$ cat src/rtl/fir_mac_sequencer.sv
`timescale 1ns/1ps
`default_nettype none
// ============================================================================
// Module   : fir_mac_sequencer
// Function : Shifts one sample into the FIR delay line per handshake, then
//            walks every tap through a pipelined signed multiply-accumulate.
// Revision : 1.0  initial release
// ============================================================================
module fir_mac_sequencer #(
  parameter  int INPUT_WIDTH  = 16,
  parameter  int COEFF_WIDTH  = 16,
  parameter  int COEFF_SIZE   = 64,
  localparam int ADDRESS_SIZE = $clog2(COEFF_SIZE),
  localparam int OUTPUT_WIDTH = INPUT_WIDTH + COEFF_WIDTH + ADDRESS_SIZE
) (
  input  logic                    clock,
  input  logic                    reset,
  input  logic [INPUT_WIDTH-1:0]  in_data,
  input  logic                    in_valid,
  output logic                    in_ready,
  output logic [INPUT_WIDTH-1:0]  shift_data,
  output logic                    shift_enable,
  output logic [ADDRESS_SIZE-1:0] tap_address,
  input  logic [INPUT_WIDTH-1:0]  tap_data,
  output logic [ADDRESS_SIZE-1:0] coeff_address,
  input  logic [COEFF_WIDTH-1:0]  coeff_data,
  output logic [OUTPUT_WIDTH-1:0] out_data,
  output logic                    out_valid,
  input  logic                    out_ready
);

  localparam int c_prod_width = INPUT_WIDTH + COEFF_WIDTH;

  localparam logic [2:0] c_idle  = 3'd0;
  localparam logic [2:0] c_shift = 3'd1;
  localparam logic [2:0] c_mac   = 3'd2;
  localparam logic [2:0] c_drain = 3'd3;
  localparam logic [2:0] c_done  = 3'd4;

  localparam logic [ADDRESS_SIZE-1:0] c_last_addr = ADDRESS_SIZE'(COEFF_SIZE - 1);
  localparam logic [ADDRESS_SIZE-1:0] c_addr_one  = ADDRESS_SIZE'(1);

  logic [2:0]                      r_state;
  logic [INPUT_WIDTH-1:0]          r_shift_data;
  logic [ADDRESS_SIZE-1:0]         r_tap_address;
  logic signed [c_prod_width-1:0]  r_product;
  logic                            r_product_valid;
  logic signed [OUTPUT_WIDTH-1:0]  r_acc;

  logic [c_prod_width-1:0]         w_tap_ext;
  logic [c_prod_width-1:0]         w_coeff_ext;
  logic [c_prod_width-1:0]         w_product;
  logic signed [OUTPUT_WIDTH-1:0]  w_product_ext;

  // Low half of the product of sign-extended operands is the exact signed product.
  assign w_tap_ext     = {{COEFF_WIDTH{tap_data[INPUT_WIDTH-1]}}, tap_data};
  assign w_coeff_ext   = {{INPUT_WIDTH{coeff_data[COEFF_WIDTH-1]}}, coeff_data};
  assign w_product     = w_tap_ext * w_coeff_ext;
  assign w_product_ext = {{ADDRESS_SIZE{r_product[c_prod_width-1]}}, r_product};

  always_ff @(posedge clock or negedge reset) begin
    if (!reset) begin
      r_state         <= c_idle;
      r_shift_data    <= '0;
      r_tap_address   <= '0;
      r_product       <= '0;
      r_product_valid <= 1'b0;
      r_acc           <= '0;
    end else begin
      case (r_state)
        c_idle: begin
          if (in_valid) begin
            r_shift_data <= in_data;
            r_state      <= c_shift;
          end
        end
        c_shift: begin
          r_acc           <= '0;
          r_tap_address   <= '0;
          r_product_valid <= 1'b0;
          r_state         <= c_mac;
        end
        c_mac: begin
          // Product is registered, so the accumulator trails the address by one cycle.
          r_product       <= w_product;
          r_product_valid <= 1'b1;
          if (r_product_valid) begin
            r_acc <= r_acc + w_product_ext;
          end
          if (r_tap_address == c_last_addr) begin
            r_tap_address <= '0;
            r_state       <= c_drain;
          end else begin
            r_tap_address <= r_tap_address + c_addr_one;
          end
        end
        c_drain: begin
          r_acc           <= r_acc + w_product_ext;
          r_product_valid <= 1'b0;
          r_state         <= c_done;
        end
        c_done: begin
          if (out_ready) begin
            r_state <= c_idle;
          end
        end
        default: r_state <= c_idle;
      endcase
    end
  end

  assign in_ready      = (r_state == c_idle);
  assign shift_enable  = (r_state == c_shift);
  assign out_valid     = (r_state == c_done);
  assign shift_data    = r_shift_data;
  assign tap_address   = r_tap_address;
  assign coeff_address = r_tap_address;
  assign out_data      = r_acc;

endmodule
`default_nettype wire

$ cat config.mk
export PLATFORM = sky130hd
export DESIGN_NAME = fir_mac_sequencer
export DESIGN_NICKNAME = d
export VERILOG_FILES = /design/src/rtl/fir_mac_sequencer.sv
export SDC_FILE = /design/constraint.sdc
export NUM_CORES = 1
export LEC_CHECK = 0
export ABC_AREA = 1
export BUFFER_PORTS_ARGS = -buffer_cell sky130_fd_sc_hd__buf_2
export CAP_MARGIN = 20
export CORE_MARGIN = 2
export CORE_UTILIZATION = 55
export DETAILED_ROUTE_END_ITERATION = 10
export PLACE_DENSITY = 0.74
export SKIP_CTS_REPAIR_TIMING = 1
export SYNTH_ARGS = -nofsm -noshare
export SYNTH_HDL_FRONTEND = slang
export SYNTH_SLANG_ARGS = --single-unit
$ cat constraint.sdc
create_clock -name clock -period 6.03 [get_ports clock]
set_input_delay 0.603 -clock clock [delete_from_list [all_inputs] [get_ports clock]]
set_output_delay 0.603 -clock clock [all_outputs]
set_load 0.02 [all_outputs]
Word level (Yosys, flattened, before mapping)

Cells that the tools add are included.
Widths: inputs -> output; s select.

Register bits: 96

Reduce and logical (&&, ||, !) cells: 8
Multiply operators: 1
Multiplexer cells: 9
Equal/unequal tests: 9
Add/sub/neg operators: 2

Operators by type and width:

| kind                | number |
|---|---|
| $pmux 38 s3         | 1 |
| $add 38x32->38      | 1 |
| $mux 38             | 1 |
| $mul 16x16->32      | 1 |
| $pmux 3 s5          | 1 |
| $pmux 6 s2          | 1 |
| $mux 3              | 3 |
| $add 6x1->6 const B | 1 |
| $eq 3x2->1 const B  | 2 |
| $eq 6x6->1 const B  | 1 |
| $mux 6              | 1 |
| $ne 2x2->1 const B  | 3 |
| $reduce_and 2->1    | 2 |
| $reduce_bool 2->1   | 2 |
| $eq 3x1->1 const B  | 1 |
| $eq 3x3->1 const B  | 1 |
| $logic_not 3->1     | 1 |
| $reduce_and 3->1    | 1 |
| $reduce_bool 3->1   | 1 |
| $ne 2x1->1 const B  | 1 |
| $pmux 1 s2          | 1 |
| $reduce_or 2->1     | 1 |

Logic depth before layout (Yosys ltp)

Gate-level depths: netlist of run 1.

Depth after elaboration: 3
Mapped depth: 29

Worst setup path before layout of run 1

No wires, ideal clock.

Path type: input to register
From: input port coeff_data[3]
To: register r_product[24]
Arrival time: 5.689 ns
Setup slack: 0.223 ns
Buffers on the path: 2
Required time: 5.912 ns
Cell stages on the path: 23
Setup time: 0.118 ns
Cells stage by stage: clkbuf_1 > clkbuf_1 > nand2_1 > inv_1 > fa_1 > fa_1 > fa_1 > fa_1 > fa_1 > inv_1 > fa_1 > inv_1 > ha_1 > nand2_1 > nor2_1 > nand2_1 > clkinv_1 > nand3_1 > or2_1 > nand3_1 > nand2_1 > nand3_1 > nand2_1

Word-level cells in the longest chain between the ends: 1

Ends and longest elaborated chain:

| item                 | line | text |
|---|---|---|
| from (decl)          | 26   | `input logic [COEFF_WIDTH-1:0] coeff_data,` |
| $mul 16x16->32       | 58   | `assign w_product = w_tap_ext * w_coeff_ext;` |
| to (signal assigned) | 85   | `r_product <= w_product;` |
| to (decl)            | 46   | `logic signed [c_prod_width-1:0] r_product;` |

No other way between the ends.
A chain may end at the register's enable or synchronous reset.

Final worst setup path of run 1

From: input port tap_data[15]
To: register r_product[28]

Word-level cells in the longest chain between the ends: 1

Ends and longest elaborated chain:

| item           | line | text |
|---|---|---|
| from (decl)    | 24   | `input logic [INPUT_WIDTH-1:0] tap_data,` |
| $mul 16x16->32 | 58   |  |

No other way between the ends.

==> results of run 1 <==
==> final timing paths <==
check	cells after the start	slack, ps	startpoint	endpoint
worst max register to register	6	3460	r_state[2]	out_data[4]
worst min register to register	2	490	r_product[10]	r_product[10]
max in group asynchronous	2	4710	reset	out_data[15]
worst max-delay path	22	370	tap_data[15]	r_product[28]
min in group clock	2	480	in_data[10]	shift_data[10]
worst min-delay path	1	230	reset	out_data[31]
==> critical path: stages <==
cell	delay (ps)
buf_2	290
nand2_1	210
fa_1	580
inv_1	80
fa_1	490
buf_12	170
fa_1	410
fa_1	520
fa_1	550
inv_1	50
fa_1	470
inv_1	40
ha_1	340
nand2_1	110
nor2_1	230
nand2_1	140
nor3_1	150
nand2_1	140
nand3_1	100
nand2_1	50
nand3_1	100
nand2_1	80
==> metrics by stage <==
stage / util / worst slack, ps / hold slack, ps / cell area (µm²) / instances
finish: 0.606 / 368 / 225 / 18700 / 2898
global route: 0.606 / 95.6 / 275 / 18700 / 2898
CTS: 0.606 / 368 / 243 / 18700 / 2898
detailed placement: 0.597 / -12.1 / 472 / 18400 / 2882
global placement: 0.597 / 57.1 / 468 / 18400 / 2882
floorplan: - / 223 / 307 / 17300 / 2402
==> routing by layer <==
metal | track usage | routed length, µm | vias up
met3 | 0.0253 | 2240 | 80
met2 | 0.528 | 23400 | 432
met5 | 0 | 0 | -
li1 | - | - | 7253
met4 | 0.0800 | 1220 | 0
met1 | 0.382 | 20100 | 7208
==> final cells by class <==
class / instances / area [µm²] / share of cell area
multi-input combinational: 1634 / 12300 / 0.660
sequential: 96 / 2400 / 0.129
inverter: 591 / 2220 / 0.119
timing repair buffer: 165 / 953 / 0.0510
tap: 396 / 495 / 0.0265
clock buffer: 9 / 225 / 0.0120
clock inverter: 7 / 62.6 / 0.00335
==> synth_stat cells, drive strengths merged <==
library cell,count
a21oi,62
ha,120
fa,263
o21bai,16
o21a,2
clkinv,1
nor2,130
o21ai,52
o2111a,1
a21boi,2
and2,1
dfrtp,96
or2,8
o31ai,2
a21o,1
clkbuf,64
nor3,17
a31oi,3
mux2,16
nand3b,16
xor2,11
xnor2,12
nand3,93
inv,590
o22ai,4
buf,17
a22o,2
nand2,780
nand4,20
==> state kept, by name, indices dropped and copies added, names as in the netlist <==
signal / flops
coeff_address: 6
out_data: 38
r_product: 32
r_product_valid: 1
r_state: 3
shift_data: 16
==> cell families after synthesis <==
kind of cell,Yosys count,synth area share
AOI/OAI and AO/OA,147,0.0486
xor gates and xnor gates,23,0.0116
adders and majority gates,383,0.391
buffers and inverters,672,0.149
DFF,96,0.139
muxes,16,0.0104
and+or+nand+nor,1065,0.251
==> results.ini, run 1 <==
[run_status]
status = completed

[yosys]
ys_ff_latch = 96
ys_warn_count = 0
synth_nets = 2837
syn-instance-count = 2402
synth.top_cell.area_share = 0.304
ys_seq_area_frac = 0.139
synth_cell_types = 44
synth_area_leader_cell = fa_1
synthesis.area_um2 = 17300
syn_avg_cell_area_um2 = 7.21
synthTopCellsByArea = fa_1 30%, nand2_1 17%, dfrtp_1 14%

[global_routing]
track_usage = 0.294
grt-ovfl-total = 0
antenna_found_initial = 0
grt_max_degree = 53
grt_pass1_vias = 15400
grt_pass1_wl_mm = 77.1

[routing]
vias_per_cell = 5.17
wire_per_inst_um = 16.2
drtIter0Drc = 904
ant_nets = 0
drt-total-wl_mm = 47.0
vias = 15000
remaining_drc_errors = 0
dr.pass1.iters = 6

[sta]
rsz0062_at_grt = no
setup_viol = 0
max_freq_ghz = 0.177
min_period_ps = 5660
drv_slew = 0
worstMarginPinSlew_ps = 922
finalHoldViolCount = 0
fin_skew_ps = 18.0
relSlewSlack = 0.383
fin_crit_sh = 0.939
setup_tns_ps = 0

[setup_path]
start_kind = primary input
crit_type = primary input to register
worstSetupEndpointType = register
worstPathMaxFanout = 16
arrival_ps = 5900
required_ps = 6270

[placement]
place_congestion = 0.950
io_buffer_count = 120
dp_hpwl_mm = 40.5

[layout]
area_growth_pct = 7.91
drive_above_1_share = 0.0927
antennaDiodeCount = 0
nNetsFinal = 2932
num-fill-cells = 2941
most-common-layout-cells = 772 x nand2_1, 587 x inv_1, 263 x fa_1
final_common_cell = nand2_1

[floorplanning]
coreArea_um2 = 30800
start_util = 0.562
fp-row-count = 64
die_h_um = 181
die_w_um = 181
pin_count = 121
die_area_um2 = 32900

[cts]
cts_buffer_depth = 2
cts_buffers = 9
cts_root_buf = clkbuf_16
clk_pin_slew_ps = 80
cts_tree = built
clock_sinks = 96
clk-insertion-delay-late_ps = 360
htreeDepth = 3

[hold_path]
hold_path.class = primary input to asynchronous set/reset pin

[run]
cap_violations = 0

Power of run 1 is not shown: default switching activity piles up to over one toggle a cycle in this logic, so the estimate is an artifact.
==> inputs of run 2 (changes only) <==
- CORE_UTILIZATION: 55 -> 41
- PLACE_DENSITY: 0.74 -> unset
==> run 2 against run 1 <==
Compared with the run above:
- core utilization is 16 points lower
- highest routed layer unchanged
- critical path type unchanged
- count of clock-buffer cells in the layout is 2 higher
- sequential share of layout area is 0.13 points lower
==> results.ini, run 2 (same netlist as run 1, synthesis figures left out) <==
[run_status]
status = completed

[sta]
finalHoldViolCount = 0
setup_viol = 0
fin_skew_ps = 16.7
rsz0062_at_grt = no
min_period_ps = 5720
drv_slew = 0
max_freq_ghz = 0.175
worstMarginPinSlew_ps = 889
fin_crit_sh = 0.949
relSlewSlack = 0.406
timing.hold.ws_ps = 250

[layout]
largest_reg_flops = 38
fin_util = 0.451
antennaDiodeCount = 0
num-fill-cells = 4376
final-seq-area_um2 = 2400
most-common-layout-cells = 772 x nand2_1, 587 x inv_1, 262 x fa_1
multi_input_area_um2 = 12300
nNetsFinal = 2924
area_growth_pct = 9.00
drive_above_1_share = 0.0906
finish.instance_area_um2 = 18900
final_common_cell = nand2_1

[floorplanning]
die_w_um = 210
fp-row-count = 75
die_h_um = 210
die_area_um2 = 43900
coreArea_um2 = 41900
pin_count = 121
start_util = 0.414

[routing]
vias = 14800
vias_per_cell = 4.87
dr.pass1.iters = 5
drt-total-wl_mm = 48.3
ant_nets = 0
drtIter0Drc = 906
remaining_drc_errors = 0
wire_per_inst_um = 15.9

[setup_path]
crit_type = primary input to register
crit_start = coeff_data[7]
worstSetupEndpointType = register
required_ps = 6270
worstPathMaxFanout = 16
start_kind = primary input
arrival_ps = 5960
crit-reg2reg-launch = out_data[0]

[cts]
clk-insertion-delay-late_ps = 360
cts_tree = built
htreeDepth = 3
clock_sinks = 96
cts_buffer_depth = 2
cts_root_buf = clkbuf_16
cts_buffers = 9
clk_pin_slew_ps = 80

[global_routing]
track_usage = 0.226
grt_max_degree = 52
grt_pass1_wl_mm = 78.5
grt_pass1_vias = 15200
antenna_found_initial = 0
grt-ovfl-total = 0

[placement]
place_congestion = 0.970
dp_hpwl_mm = 41.4
io_buffer_count = 120
place_area_um2 = 18500

[hold_path]
hold_path.class = primary input to asynchronous set/reset pin

[run]
cap_violations = 0

[run 2: changes by cell type in the layout (fill, tap and decap cells not counted), sizes merged]
cell	before	now
buf	165	156
bufinv	0	2
clkinv	5	2
inv	593	592
clkbuf	9	12
[run 2: layout make-up]
type / instances / area share
clock buffers: 11 / 0.0134
well taps: 539 / 0.0357
clock inverters: 5 / 0.00451
flip-flops and latches: 96 / 0.127
inverters: 591 / 0.118
multi-input cells: 1634 / 0.654
repair buffers: 157 / 0.0481
[run 2: worst paths after layout]
check	cells after the start	slack, ps	endpoint
min	1	250	out_data[31]
max reg2reg	15	3410	out_data[32]
min reg2reg	1	490	shift_data[10]
max	22	310	r_product[19]
min in group clock	2	460	shift_data[10]
max in group asynchronous	2	4640	r_product[16]
[run 2: per-stage QoR]
stage | instances | setup WS, ps | setup TNS (ps)
finish | 3033 | 307 | 0
global route | 3033 | 32.0 | 0
CTS | 3033 | 258 | 0
detailed placement | 3017 | -110 | -173
global placement | 3017 | -121 | -220
floorplan | 2402 | 223 | 0
[run 2: critical path, cell delays in order]
cell	delay, ps
buf_2	340
nand2_1	140
fa_1	550
inv_1	50
fa_1	490
inv_1	50
fa_1	530
inv_1	60
fa_1	450
fa_1	500
inv_1	60
fa_1	470
inv_1	40
ha_1	340
a21oi_1	300
o21ai_0	140
a21oi_1	150
nand2_1	130
buf_4	160
or2_2	260
nand3_1	70
nand2_1	60
[run 2: per-layer routing]
layer	track usage	up-vias	routed length (µm)
met4	0.0580	0	1010
met3	0.0187	51	1750
met2	0.399	352	23600
li1	-	7238	-
met5	0	-	0
met1	0.300	7143	22000
Power of run 2 is left out for the same reason.
==> inputs of run 3 (changes only) <==
- ABC_AREA: 1 -> unset
- clock period: 6.03 -> 5 ns (I/O delays scaled with it)
==> run 3 against run 2 <==
Compared with the run above:
- the flow now finishes with violations (negative setup slack)
- synthesized area decreased by 12%
- highest routed layer unchanged
- wire length down 24%
- count of clock-buffer cells in the layout did not move
- first-iteration DRC count is 42% lower
- sequential share of layout area up 0.25 points
- synthesized cell count decreased by 32%
- final cell count fell by 22%
- design area decreased by 2.0%
- global-route usage is 3.4 points lower
- sequential cell count stayed put
- hold slack got worse by 150 ps
- critical path type unchanged
==> results.ini, run 3 <==
[setup_path]
start_kind = primary input
worstPathMaxFanout = 6
crit_type = primary input to register
required_ps = 5270
worstSetupEndpointType = register
arrival_ps = 5940

[sta]
relSlewSlack = 0.463
drv_slew = 0
fin_skew_ps = 9.13
worstMarginPinSlew_ps = 805
fin_crit_sh = 1.13
setup_tns_ps = -8340
rsz0062_at_grt = yes
setup_viol = 20
finalHoldViolCount = 0
min_period_ps = 5670
max_freq_ghz = 0.176
timing.hold.ws_ps = 97.5
fin_ws_ps = -674

[cts]
cts_tree = built
cts_buffers = 9
cts_root_buf = clkbuf_16
clock_sinks = 96
clk-insertion-delay-late_ps = 350
clk_pin_slew_ps = 70
htreeDepth = 3
cts_buffer_depth = 2

[routing]
remaining_drc_errors = 0
ant_nets = 0
vias = 11700
drt-total-wl_mm = 36.5
wire_per_inst_um = 15.5
drtIter0Drc = 528
vias_per_cell = 4.98
dr.pass1.iters = 7

[global_routing]
track_usage = 0.192
grt_pass1_wl_mm = 60.0
grt_max_degree = 64
antenna_found_initial = 0
grt_pass1_vias = 12000
grt-ovfl-total = 0

[yosys]
synth_area_leader_cell = fa_1
yosysMostFrequentCell = inv_1
ys_seq_area_frac = 0.158
synth_common_cells = 287 x inv_1, 263 x fa_1, 214 x nand2_1
synth-edff-count = 0
synth_cell_types = 77
synthesis.area_um2 = 15200
syn-instance-count = 1622
syn_avg_cell_area_um2 = 9.38
ys_warn_count = 0
synth_nets = 2057
synthArstFlopShare = 1.00
ys_ff_latch = 96
synth.top_cell.area_share = 0.346
synth_ff_type = dfrtp_1
synthTopCellsByArea = fa_1 35%, dfrtp_1 16%, ha_1 9.9%

[placement]
place_congestion = 0.865
io_buffer_count = 120
dp_hpwl_mm = 30.7

[floorplanning]
start_util = 0.415
fp-row-count = 70
coreArea_um2 = 36600
die_w_um = 197
pin_count = 121
die_area_um2 = 38600
die_h_um = 197

[layout]
nNetsFinal = 2322
area_growth_pct = 21.7
final_common_cell = inv_1
fin_util = 0.506
most-common-layout-cells = 273 x inv_1, 252 x fa_1, 208 x nand2_1
largest_reg_flops = 38
drive_above_1_share = 0.242
antennaDiodeCount = 0

[hold_path]
hold_path.class = primary input to asynchronous set/reset pin

[run]
cap_violations = 0

[run_status]
status = complete, but fails checks
violations = negative setup slack

run 3: logic make-up after synthesis:
group,count (synthesis),synth area share
adder cells (fa/ha/maj),383,0.445
buffers and inverters,346,0.0879
multiplexers,18,0.0132
flip-flops,96,0.158
AND/OR/NAND/NOR,463,0.149
AO/OA/AOI/OAI,250,0.109
XOR/XNOR,66,0.0380
run 3: final timing paths:
kind / startpoint / to / slack (ps) / depth (start not counted)
worst max-delay path: tap_data[13] / r_product[30] / -670 / 23
worst min-delay path: reset / shift_data[3] / 100 / 1
worst max register to register: out_data[0] / out_data[32] / 1880 / 10
worst min register to register: r_product[4] / r_product[4] / 480 / 2
max in group asynchronous: reset / out_data[24] / 3700 / 2
min in group clock: in_data[4] / shift_data[4] / 380 / 2
run 3: metrics by stage:
stage | setup slack [ps] | area (µm²) | std cells
floorplan | -795 | 15600 | 1622
global placement | -1120 | 17600 | 2316
detailed placement | -1200 | 17600 | 2316
CTS | -834 | 17900 | 2332
global route | -883 | 18500 | 2360
finish | -674 | 18500 | 2360
run 3: critical path: stages:
cell and delay, ps:
buf_12 110, buf_6 120, and2_4 150, fa_1 520
inv_1 50, fa_1 450, fa_1 530, inv_2 40
fa_1 460, fa_1 490, inv_1 50, fa_1 510
inv_2 40, ha_4 150, or3_4 410, a31oi_4 200
a41oi_2 70, a31oi_4 220, o211ai_2 120, nor3_2 150
o21bai_1 90, or4_1 420, o2111ai_2 70
run 3: final cells by class:
cell class / instances / area (µm²)
inverter: 287 / 1080
clock buffer: 11 / 243
clock inverter: 5 / 56.3
sequential: 96 / 2400
fill: 3473 / 18100
tap: 468 / 586
multi-input combinational: 1180 / 11900
timing repair buffer: 313 / 2230
run 3: per-layer routing:
layer  global-route usage  share of wire  routed length (µm)  up-vias
met3               0.0159          0.022                 796       33
met2                0.333           0.51               18600      138
met5                    0              0                   0        -
li1                     -              -                   -     5640
met4               0.0309          0.013                 471        0
met1                0.268           0.46               16700     5931
Power of run 3 is left out for the same reason.
